$ cat config.mk
export PLATFORM = sky130hd
export DESIGN_NAME = bram_word_unpacker
export DESIGN_NICKNAME = d
export VERILOG_FILES = /design/src/rtl/bram_word_unpacker_pkg.sv /design/src/rtl/bram_word_unpacker_fifo.sv /design/src/rtl/bram_word_unpacker.sv
export SDC_FILE = /design/constraint.sdc
export NUM_CORES = 1
export LEC_CHECK = 0
export CAP_MARGIN = 20
export CORE_MARGIN = 8
export CORE_UTILIZATION = 55
export DETAILED_ROUTE_END_ITERATION = 12
export PLACE_DENSITY = 0.91
export SYNTH_ARGS = -nofsm -noshare
export SYNTH_HDL_FRONTEND = slang
export SYNTH_SLANG_ARGS = --single-unit
$ cat constraint.sdc
create_clock -name clkb -period 2.9 [get_ports clkb]
set_input_delay 0.29 -clock clkb [delete_from_list [all_inputs] [get_ports clkb]]
set_output_delay 0.29 -clock clkb [all_outputs]
set_load 0.005 [all_outputs]
$ cat src/rtl/bram_word_unpacker_pkg.sv
// Shared constants for the bram18 port-B word unpacker.
// Holds the default bram18 port-B geometry, the pixel geometry and the
// controller state encodings so that the bram18 stage definitions and the
// unpacker agree on one set of numbers.
package bram_word_unpacker_pkg;

   // bram18 port-B geometry (512 x 32)
   localparam int unsigned BWU_ADDR_W       = 9;
   localparam int unsigned BWU_DATA_W       = 32;
   localparam int unsigned BWU_BRAM_DEPTH   = 1 << BWU_ADDR_W;

   // pixel geometry
   localparam int unsigned BWU_PIX_W        = 8;
   localparam int unsigned BWU_PIX_PER_WORD = BWU_DATA_W / BWU_PIX_W;

   // controller states
   localparam logic [1:0] ST_IDLE  = 2'd0;
   localparam logic [1:0] ST_RUN   = 2'd1;
   localparam logic [1:0] ST_FLUSH = 2'd2;

endpackage

$ cat src/rtl/bram_word_unpacker_fifo.sv
// word_fifo2: two-entry word FIFO sitting behind the bram18 read port.
// Ports:
//   clk_i, rst_i          clock, synchronous active-high reset
//   push_i / wr_data_i    write a word (ignored when full)
//   pop_i                 drop the head word (ignored when empty)
//   rd_data_o             head word
//   full_o, empty_o       occupancy flags
//   count_o               number of stored words, 0..2
module word_fifo2
   import bram_word_unpacker_pkg::*;
#(
   parameter int unsigned DATA_W = BWU_DATA_W
) (
   input  logic              clk_i,
   input  logic              rst_i,
   input  logic              push_i,
   input  logic [DATA_W-1:0] wr_data_i,
   input  logic              pop_i,
   output logic [DATA_W-1:0] rd_data_o,
   output logic              full_o,
   output logic              empty_o,
   output logic [1:0]        count_o
);

   logic [DATA_W-1:0] mem_q [2];
   logic              wr_ptr_q;
   logic              rd_ptr_q;
   logic [1:0]        count_q;
   logic              do_push;
   logic              do_pop;

   assign do_push = push_i && (count_q != 2'd2);
   assign do_pop  = pop_i  && (count_q != 2'd0);

   // storage, pointers and occupancy
   always_ff @(posedge clk_i) begin
      if (rst_i) begin
         mem_q[0] <= '0;
         mem_q[1] <= '0;
         wr_ptr_q <= 1'b0;
         rd_ptr_q <= 1'b0;
         count_q  <= 2'd0;
      end else begin
         if (do_push) begin
            mem_q[wr_ptr_q] <= wr_data_i;
            wr_ptr_q        <= ~wr_ptr_q;
         end
         if (do_pop) begin
            rd_ptr_q <= ~rd_ptr_q;
         end
         count_q <= count_q + 2'(do_push) - 2'(do_pop);
      end
   end

   assign rd_data_o = mem_q[rd_ptr_q];
   assign full_o    = (count_q == 2'd2);
   assign empty_o   = (count_q == 2'd0);
   assign count_o   = count_q;

endmodule

$ cat src/rtl/bram_word_unpacker.sv
// bram_word_unpacker: reads a run of words from a bram18 port B and emits
// them as a valid/ready pixel stream, lane 0 (LSB) first.
// Ports:
//   clkb, rst                       clock, synchronous active-high reset
//   start, base_addr, word_count    segment request, sampled only in IDLE
//   enb, addrb, doutb               bram18 port B (1-cycle read latency)
//   pix_data/pix_valid/pix_ready    pixel stream, pix_last on final pixel
//   busy, done                      segment status; done pulses once
// All outputs except busy are decoded from registered state only; busy also
// reflects a start being accepted in the current cycle.
module bram_word_unpacker
   import bram_word_unpacker_pkg::*;
#(
   parameter int unsigned ADDR_W = BWU_ADDR_W,
   parameter int unsigned DATA_W = BWU_DATA_W,
   parameter int unsigned PIX_W  = BWU_PIX_W
) (
   input  logic              clkb,
   input  logic              rst,
   input  logic              start,
   input  logic [ADDR_W-1:0] base_addr,
   input  logic [ADDR_W:0]   word_count,
   output logic              enb,
   output logic [ADDR_W-1:0] addrb,
   input  logic [DATA_W-1:0] doutb,
   output logic [PIX_W-1:0]  pix_data,
   output logic              pix_valid,
   input  logic              pix_ready,
   output logic              pix_last,
   output logic              busy,
   output logic              done
);

   localparam int unsigned PPW    = DATA_W / PIX_W;
   localparam int unsigned LANE_W = (PPW > 1) ? $clog2(PPW) : 1;
   localparam int unsigned CNT_W  = ADDR_W + 1;
   localparam logic [LANE_W-1:0] LANE_LAST = LANE_W'(PPW - 1);

   logic [1:0]        state_q,  state_d;
   logic [ADDR_W-1:0] base_q,   base_d;
   logic [CNT_W-1:0]  cnt_q,    cnt_d;
   logic [CNT_W-1:0]  issued_q, issued_d;
   logic [CNT_W-1:0]  popped_q, popped_d;
   logic [LANE_W-1:0] lane_q,   lane_d;
   logic              inflight_q;

   logic              fifo_pop;
   logic [DATA_W-1:0] fifo_head;
   logic              fifo_full;
   logic              fifo_empty;
   logic [1:0]        fifo_count;
   logic [2:0]        outstanding;
   logic              xfer;

   // a read issued last cycle always lands in the FIFO this cycle
   word_fifo2 #(
      .DATA_W (DATA_W)
   ) u_fifo (
      .clk_i     (clkb),
      .rst_i     (rst),
      .push_i    (inflight_q),
      .wr_data_i (doutb),
      .pop_i     (fifo_pop),
      .rd_data_o (fifo_head),
      .full_o    (fifo_full),
      .empty_o   (fifo_empty),
      .count_o   (fifo_count)
   );

   // state and counters
   always_ff @(posedge clkb) begin
      if (rst) begin
         state_q    <= ST_IDLE;
         base_q     <= '0;
         cnt_q      <= '0;
         issued_q   <= '0;
         popped_q   <= '0;
         lane_q     <= '0;
         inflight_q <= 1'b0;
      end else begin
         state_q    <= state_d;
         base_q     <= base_d;
         cnt_q      <= cnt_d;
         issued_q   <= issued_d;
         popped_q   <= popped_d;
         lane_q     <= lane_d;
         inflight_q <= enb;
      end
   end

   // next state, read issue and pixel decode
   always_comb begin
      state_d   = state_q;
      base_d    = base_q;
      cnt_d     = cnt_q;
      issued_d  = issued_q;
      popped_d  = popped_q;
      lane_d    = lane_q;
      enb       = 1'b0;
      addrb     = '0;
      pix_valid = 1'b0;
      pix_data  = '0;
      pix_last  = 1'b0;
      busy      = 1'b0;
      done      = 1'b0;
      xfer      = 1'b0;
      fifo_pop  = 1'b0;
      // words buffered plus the word (if any) still coming back from the BRAM
      outstanding = {1'b0, fifo_count} + 3'(inflight_q);

      case (state_q)
         ST_IDLE: begin
            busy = start;
            if (start) begin
               base_d   = base_addr;
               cnt_d    = word_count;
               issued_d = '0;
               popped_d = '0;
               lane_d   = '0;
               state_d  = (word_count == '0) ? ST_FLUSH : ST_RUN;
            end
         end

         ST_RUN: begin
            busy = 1'b1;
            if ((issued_q < cnt_q) && (outstanding < 3'd2) && !fifo_full) begin
               enb      = 1'b1;
               addrb    = base_q + ADDR_W'(issued_q);
               issued_d = issued_q + CNT_W'(1);
            end
            if (!fifo_empty) begin
               pix_valid = 1'b1;
               pix_data  = PIX_W'(fifo_head >> (32'(lane_q) * PIX_W));
               // head word index equals the number of words already popped
               pix_last  = (lane_q == LANE_LAST) && (popped_q == cnt_q - CNT_W'(1));
            end
            xfer = pix_valid && pix_ready;
            if (xfer) begin
               if (lane_q == LANE_LAST) begin
                  lane_d   = '0;
                  fifo_pop = 1'b1;
                  popped_d = popped_q + CNT_W'(1);
               end else begin
                  lane_d = lane_q + LANE_W'(1);
               end
               if (pix_last) begin
                  state_d = ST_FLUSH;
               end
            end
         end

         ST_FLUSH: begin
            done    = 1'b1;
            state_d = ST_IDLE;
         end

         default: begin
            state_d = ST_IDLE;
         end
      endcase
   end

endmodule

# Word level (Yosys, flattened, before mapping)
# Memory sizes are Yosys's and may differ from the RTL's. A register that Yosys moved wholly into a read port is not among the register bits.
# Cells that the tools add are included.
[classes] order_cmp=2 n_eq_ne=11 bitwise=2 n_reduce_logical=18 muxes=42 shift=1 addsub=8
[ops] cell="$mux 10" count=4
[ops] cell="$pmux 10 s2" count=2
[ops] cell="$mux 32" count=1
[ops] cell="$reduce_or 32->1" count=1
[ops] cell="$shr 32x5->8" count=1
[ops] cell="$mux 1" count=21
[ops] cell="$add 10x1->10 const B" count=2
[ops] cell="$mux 9" count=2
[ops] cell="$mux 8" count=2
[ops] cell="$mux 2" count=7
[ops] cell="$ne 2x2->1 const B" count=6
[ops] cell="$eq 10x10->1" count=1
[ops] cell="$logic_not 10->1" count=1
[ops] cell="$lt 10x10->1" count=1
[ops] cell="$sub 10x1->10 const B" count=1
[ops] cell="$add 9x9->9" count=1
[ops] cell="$reduce_and 3->1" count=3
[ops] cell="$pmux 2 s2" count=2
[ops] cell="$eq 2x2->1 const B" count=3
[ops] cell="$logic_and 1x1->1" count=6
[ops] cell="$logic_not 2->1" count=2
[ops] cell="$reduce_and 4->1" count=1
[ops] cell="$reduce_bool 2->1" count=2
[ops] cell="$add 2x1->3" count=1
[ops] cell="other kinds (9)" count=10
[totals] n_memories=1 output_inout_bits=22 ramBits=64 regBits=48
[mem_list] memory="u_fifo.mem_q" words=2 word_bits=32 rd=1 rd_clocked_by_memory_dff=1 wr=2 line_no="bram_word_unpacker_fifo.sv:25" source="logic [DATA_W-1:0] mem_q [2];"

# Longest topological paths before layout
# Gate-level depths: netlist (run 1).
[depth] depth_word=9 mapped_depth=12

# Modules after synthesis
# From an unflattened synthesis (run 1), not the netlist that was laid out.
[unflattened] hier_cells=605 hier_area_um2=6139.6
[by_module_without_submodules] module="bram_word_unpacker" seq_area_each_um2=880.8 area_each_um2=3071.7 cells_per_inst=370 n_inst=1
[by_module_without_submodules] module="word_fifo2" seq_area_each_um2=2021.9 area_each_um2=3067.9 cells_per_inst=235 n_inst=1

# Least setup slack after synthesis (run 1)
# No wires, ideal clock.
[synth_timing] path_type="register to register" from="register u_fifo.count_q[0] (netlist: u_fifo.count_o[0])" to="memory u_fifo.mem_q[0][0] in the netlist's numbering, enable pin" arrival_time_ns=2.216 path_stages_with_launch=4 path_slack_ns=0.255 period_less_slack_ns=2.645 required_ns=2.472 path_cell_list="dfxtp_1 > buf_2 > o21ai_0 > o21bai_1"
[synth_lines] item="start, declared" line_no="bram_word_unpacker_fifo.sv:28" source="logic [1:0] count_q;"
[synth_lines] item="start signal, assigned" line_no="bram_word_unpacker_fifo.sv:51" source="count_q <= count_q + 2'(do_push) - 2'(do_pop);"
[synth_lines] item="end, declared" line_no="bram_word_unpacker_fifo.sv:25"

# Worst setup path in the final report (run 1)
[layout_timing] from="register issued_q[0]" to="output port addrb[8]"
[layout_via] elab_chain_len=5 elab_cells_between_ends=6 cone_classes="1 x add/sub; 1 x order compare; 2 x mux; 2 x reduce/logical"
[layout_lines] item="start, declared" line_no="bram_word_unpacker.sv:42" source="logic [CNT_W-1:0] issued_q, issued_d;"
[layout_lines] item="start signal, assigned" line_no="bram_word_unpacker.sv:84" source="issued_q <= issued_d;"
[layout_lines] item="$lt 10x10->1" line_no="bram_word_unpacker.sv:126" source="if ((issued_q < cnt_q) && (outstanding < 3'd2) && !fifo_full) begin"
[layout_lines] item="$logic_and 1x1->1 (2 in a row)" line_no="bram_word_unpacker.sv:126"
[layout_lines] item="$mux 9 (*)" line_no="bram_word_unpacker.sv:126"
[layout_lines] item="$mux 9 (*)" line_no="bram_word_unpacker.sv:111" source="case (state_q)"
[layout_lines] item="end, declared" line_no="bram_word_unpacker.sv:24" source="output logic [ADDR_W-1:0] addrb,"
# Every way passes the cells marked *; elsewhere a longest branch is shown, timed or not.

==> flow_metrics.env, run 1 <==
export IMPL_die_w_um=119
export IMPL_clkSlewWorstSetupHoldPaths_ns=0.05
export IMPL_power_leakage_nw=2.88
export IMPL_rsz0062_at_grt="true"
export IMPL_drive_above_1_share_pct=18.6
export IMPL_arrival_ns=2.70
export IMPL_io_pins=77
export IMPL_ys_ff_latch=113
export IMPL_hpwl_mm=9.79
export IMPL_cp_end_kind="output port"
export IMPL_slew_violations=0
export IMPL_synthArstFlopShare_pct=0
export IMPL_final_util_pct=73.3
export IMPL_instances_no_fill=787
export IMPL_die_area_um2=14100
export IMPL_crit_path_start_kind="flop"
export IMPL_worst_hold_slack_ns=0.317
export IMPL_cts_hold_buf=0
export IMPL_cp_max_fo=2
export IMPL_finalCritPeriodShare_pct=103
export IMPL_cts_tree="yes"
export IMPL_cts_max_level=4
export IMPL_grt_max_degree=39
export IMPL_place_congestion=0.895
export IMPL_core_region_area_um2=10300
export IMPL_period_needed_ns=2.99
export IMPL_fin_skew_ns=0.00750
export IMPL_grt_pass1_wl_mm=23.1
export IMPL_synth_cells=544
export IMPL_timing_fmax_mhz=334
export IMPL_syn_area_per_cell_um2=10.7
export IMPL_synth_area_um2=5810
export IMPL_clkSinkCount=113
export IMPL_dr_pass1_iters=5
export IMPL_nNetsFinal=717
export IMPL_gr_usage_all_layers_pct=20.7
export IMPL_violations="setup timing"
export IMPL_ys_types=48
export IMPL_io_buffers=76
export IMPL_start_util_pct=56.5
export IMPL_met1_usage_pct=21.8
export IMPL_syn_nets=623
export IMPL_placed_area_um2=6760
export IMPL_vias=4640
export IMPL_cellPowerDensity_nw_per_um2=560
export IMPL_synth_edff_count=64
export IMPL_wl_mm=15.3
export IMPL_setup_viol=1
export IMPL_postRouteAntennaNets=0
export IMPL_grt_pass1_vias=4742
export IMPL_hold_violations=0
export IMPL_post_place_ws_ns=0.106
export IMPL_yosysWarnings=0
export IMPL_yosysSeqAreaShare_pct=50.0
export IMPL_routedWlPerCell_um=19.4
export IMPL_numCtsBuffers=17
export IMPL_max_slew_margin_rel_pct=49.2
export IMPL_ir_worst_vdd_uv=475
export IMPL_root_buffer="clkbuf_8"
export IMPL_path_class="reg -> out"
export IMPL_num_rows=37
export IMPL_use_met2_pct=37.0
export IMPL_antenna_found_initial=0
export IMPL_hold_class="in -> reg"
export IMPL_place_inst=746
export IMPL_syn2layout_area_growth_pct=29.6
export IMPL_total_power_mw=4.22
export IMPL_grt_overflow=0
export IMPL_drtIter0Drc=473
export IMPL_route_detailed_drc=0
export IMPL_worst_pin_slew_ns=0.763
export IMPL_top_usage_layer="met2"
export IMPL_outcome="finished with violations"
export IMPL_max_cap_violations=0
export IMPL_final_cell_mix="69 x clkdlybuf4s50_1, 66 x and2_1, 64 x edfxtp_1"
export IMPL_final_common_cell="clkdlybuf4s50_1"
export IMPL_n_antenna_cell=0
export IMPL_dieHeight_um=119
export IMPL_clock_path_buffers=2
export IMPL_fin_tns_setup_ns=-0.0934
export IMPL_via_per_inst=5.90
export IMPL_synth_top_flop_cell="edfxtp_1"
export IMPL_required_ns=2.61
export IMPL_insertion_delay_ns=0.54
export IMPL_fin_area_um2=7530
export IMPL_setup_ws_ns=-0.0934
export IMPL_use_met3_pct=5.85
area by class of cell:
type | count | area [um^2]
repair buffers | 101 | 943
fillers | 665 | 2750
inverters | 21 | 78.8
multi-input cells | 384 | 2850
flip-flops and latches | 113 | 2930
well taps | 136 | 170
clock inverters | 11 | 116
clock buffers | 21 | 439
flip-flops by register name (all words and copies together), names as in the netlist, named ones only:
signal and flops:
u_fifo.mem_q 64, cnt_q 10, issued_q 10, popped_q 10
base_q 9, lane_q 2, state_q 2, u_fifo.count_o 2
inflight_q 1, u_fifo.rd_ptr_q 1, u_fifo.wr_ptr_q 1
where the power goes:
part / switching (mW) / internal, mW / total, mW
sequential: 0.0447 / 1.77 / 1.82
clock: 0.716 / 1.23 / 1.95
combinational: 0.227 / 0.224 / 0.451
total: 0.987 / 3.23 / 4.22
what timing repair did:
item                                    CTS  global route
gates resized for setup                  38            24
setup buffers                             5             4
pin swaps                                 4             9
endpoints found under the setup margin   11            15
cell families (layout without fill, tap and decap cells):
kind of cell               Yosys count  in the layout  share of synthesized area [%]
adders and majority gates           24             24                           5.30
DFF                                113            113                           50.0
muxes                               27             27                           8.10
buffers and inverters               47            154                           3.27
and+or+nand+nor                    227            227                           20.5
AOI/OAI and AO/OA                   72             72                           7.41
xor gates and xnor gates            34             34                           5.45
routing by layer:
metal  vias up  wire [um]
li1       2109          -
met1      2237       5400
met2       238       7990
met3        56       1400
met4         0        505
met5         -          0
final timing paths:
kind | from | to | slack (ns) | cells after the start
worst min-delay path | base_addr[0] | base_q[0]$_SDFFE_PP0P_ | 0.32 | 3
worst min register to register | base_q[6]$_SDFFE_PP0P_ | base_q[6]$_SDFFE_PP0P_ | 0.47 | 2
worst max-delay path | issued_q[0]$_SDFFE_PP0P_ | addrb[8] | -0.09 | 9
worst max register to register | state_q[1]$_SDFFE_PP0P_ | u_fifo.count_o[1]$_SDFF_PP0_ | 0.34 | 10
cell usage after synthesis, drive strengths merged, types with 4 or more instances:
| cell | count | share of area, % |
|---|---|---|
| o21ai | 11 | 0.95 |
| buf | 8 | 0.75 |
| xor2 | 16 | 2.4 |
| nand4 | 7 | 0.75 |
| nor4 | 5 | 0.54 |
| nand2 | 50 | 3.2 |
| or3 | 4 | 0.43 |
| nor2 | 45 | 2.9 |
| nor2b | 6 | 0.65 |
| inv | 21 | 1.4 |
| clkbuf | 18 | 1.2 |
| dfxtp | 49 | 17 |
| or4 | 5 | 0.71 |
| a211oi | 4 | 0.52 |
| mux4 | 16 | 6.2 |
| a21oi | 38 | 3.3 |
| nand3 | 11 | 0.95 |
| and3 | 6 | 0.65 |
| xnor2 | 18 | 3.0 |
| ha | 23 | 5.0 |
| nor3 | 11 | 1.0 |
| and2 | 66 | 7.1 |
| nand2b | 5 | 0.67 |
| mux2i | 11 | 1.9 |
| edfxtp | 64 | 33 |
critical path, cell delays in order, from the launching register on:
cell and delay [ns]:
dfxtp_2 0.34, ha_4 0.17, fa_2 0.37, a21oi_2 0.21, nor2b_1 0.10, o31a_1 0.28
o41ai_2 0.33, xnor2_1 0.10, nor2_1 0.13, buf_2 0.14
Note: power is estimated with default switching activity, not from simulation.
==> run 2: changes to the inputs <==
--- a/config.mk
+++ b/config.mk
@@ -6,10 +6,10 @@
 export NUM_CORES = 1
 export LEC_CHECK = 0
 export CAP_MARGIN = 20
-export CORE_MARGIN = 8
 export CORE_UTILIZATION = 55
 export DETAILED_ROUTE_END_ITERATION = 12
 export PLACE_DENSITY = 0.91
+export RECOVER_POWER = 50
 export SYNTH_ARGS = -nofsm -noshare
 export SYNTH_HDL_FRONTEND = slang
 export SYNTH_SLANG_ARGS = --single-unit
==> flow_metrics.env, run 2 (same netlist as run 1, synthesis figures left out) <==
export IMPL_outcome="finished with violations"
export IMPL_violations="setup timing"
export IMPL_setup_ws_ns=-0.0725
export IMPL_wl_mm=15.5
export IMPL_antenna_found_initial=0
export IMPL_dieHeight_um=105
export IMPL_r2r_cells=6
export IMPL_p_comb_share_pct=10.8
export IMPL_worst_pin_slew_ns=1.33
export IMPL_top_usage_layer="met2"
export IMPL_max_slew_margin_rel_pct=11.6
export IMPL_switchingPower_mw=1.07
export IMPL_total_power_mw=4.29
export IMPL_worst_hold_slack_ns=0.325
export IMPL_n_antenna_cell=0
export IMPL_nNetsFinal=714
export IMPL_post_place_ws_ns=0.0429
export IMPL_drive_above_1_share_pct=18.7
export IMPL_swShare_pct=24.8
export IMPL_vias=4766
export IMPL_grt_pass1_wl_mm=23.7
export IMPL_fin_area_um2=7570
export IMPL_min_delay_path_depth=3
export IMPL_grt_pass1_vias=4837
export IMPL_io_buffers=76
export IMPL_clkSinkCount=113
export IMPL_postRouteAntennaNets=0
export IMPL_cp_end_kind="output port"
export IMPL_ir_worst_vdd_uv=410
export IMPL_grt_overflow=0
export IMPL_timing_fmax_mhz=336
export IMPL_largest_register_ffs=64
export IMPL_final_util_pct=73.6
export IMPL_cts_tree="yes"
export IMPL_dr_pass1_iters=9
export IMPL_arrival_ns=2.68
export IMPL_insertion_delay_ns=0.53
export IMPL_die_area_um2=11000
export IMPL_cts_hold_buf=0
export IMPL_path_class="reg -> out"
export IMPL_numCtsBuffers=17
export IMPL_io_pins=77
export IMPL_met1_usage_pct=31.3
export IMPL_root_buffer="clkbuf_8"
export IMPL_core_region_area_um2=10300
export IMPL_max_cap_violations=0
export IMPL_cp_max_fo=7
export IMPL_p_clk_share_pct=46.9
export IMPL_period_needed_ns=2.97
export IMPL_hold_violations=0
export IMPL_hold_class="in -> reg"
export IMPL_grt_max_degree=37
export IMPL_fin_skew_ns=0.0104
export IMPL_placed_area_um2=6770
export IMPL_cellPowerDensity_nw_per_um2=567
export IMPL_start_util_pct=56.5
export IMPL_drtIter0Drc=363
export IMPL_required_ns=2.61
export IMPL_gr_usage_all_layers_pct=28.4
export IMPL_cts_max_level=4
export IMPL_clkSlewWorstSetupHoldPaths_ns=0.06
export IMPL_use_met3_pct=8.61
export IMPL_slew_violations=0
export IMPL_via_per_inst=6.08
export IMPL_syn2layout_area_growth_pct=30.3
export IMPL_power_leakage_nw=2.86
export IMPL_place_congestion=0.931
export IMPL_route_detailed_drc=0
export IMPL_crit_path_start_kind="flop"
export IMPL_die_w_um=105
export IMPL_final_common_cell="clkdlybuf4s50_1"
export IMPL_final_cell_mix="67 x clkdlybuf4s50_1, 64 x edfxtp_1, 50 x nand2_1"
export IMPL_hpwl_mm=9.24
export IMPL_finalCritPeriodShare_pct=102
export IMPL_setup_viol=2
export IMPL_num_rows=37
export IMPL_p_int_mw=3.23
export IMPL_use_met2_pct=49.5
export IMPL_rsz0062_at_grt="true"
export IMPL_clock_path_buffers=2
export IMPL_pwr_share_seq_pct=42.3
export IMPL_regMostFlops="u_fifo.mem_q"
export IMPL_routedWlPerCell_um=19.8
==> run 2: what timing repair did <==
action	CTS	global route
setup buffers	5	2
gates resized for setup	44	33
pin swaps	11	11
setup endpoints to repair	11	19
==> run 2: final timing paths <==
check / endpoint / slack (ns) / start
min reg2reg: base_q[7]$_SDFFE_PP0P_ / 0.47 / base_q[7]$_SDFFE_PP0P_
min: base_q[0]$_SDFFE_PP0P_ / 0.33 / base_addr[0]
max reg2reg: issued_q[2]$_SDFFE_PP0P_ / 0.06 / state_q[0]$_SDFFE_PP0P_
max: addrb[3] / -0.07 / cnt_q[4]$_SDFFE_PP0P_
==> run 2: cell type report <==
class | count | area [um^2]
clock buffer | 18 | 418
clock inverter | 14 | 155
fill | 650 | 2710
inverter | 21 | 78.8
multi-input combinational | 384 | 2890
sequential | 113 | 2940
tap | 136 | 170
timing repair buffer | 98 | 915
==> run 2: per-stage QoR <==
step | cells | TNS (ns)
finish | 784 | -0.118
global route | 784 | -0.374
CTS | 782 | -0.133
detailed placement | 745 | 0
global placement | 745 | 0
floorplan | 544 | 0
==> run 2: routing by layer <==
| layer | share of wire, % | vias up |
|---|---|---|
| met1 | 36 | 2297 |
| met2 | 51 | 284 |
| met4 | 4.1 | 0 |
| met3 | 8.2 | 66 |
| met5 | 0 | - |
| li1 | - | 2119 |
==> run 2: critical path, cell delays in order (launching register included) <==
cell	delay, ns
dfxtp_2	0.39
inv_1	0.06
ha_1	0.34
o21ai_1	0.19
a21oi_1	0.10
a21o_2	0.27
buf_12	0.15
nor2_1	0.14
clkdlybuf4s50_1	0.52
==> run 2: power by group through the flow <==
stage,combinational [mW],clock (mW),sequential [mW]
floorplan,0.237,0,1.83
global placement,0.395,0,1.84
detailed placement,0.416,0,1.85
CTS,0.448,2.02,1.82
global route,0.495,2.10,1.82
finish,0.466,2.01,1.82
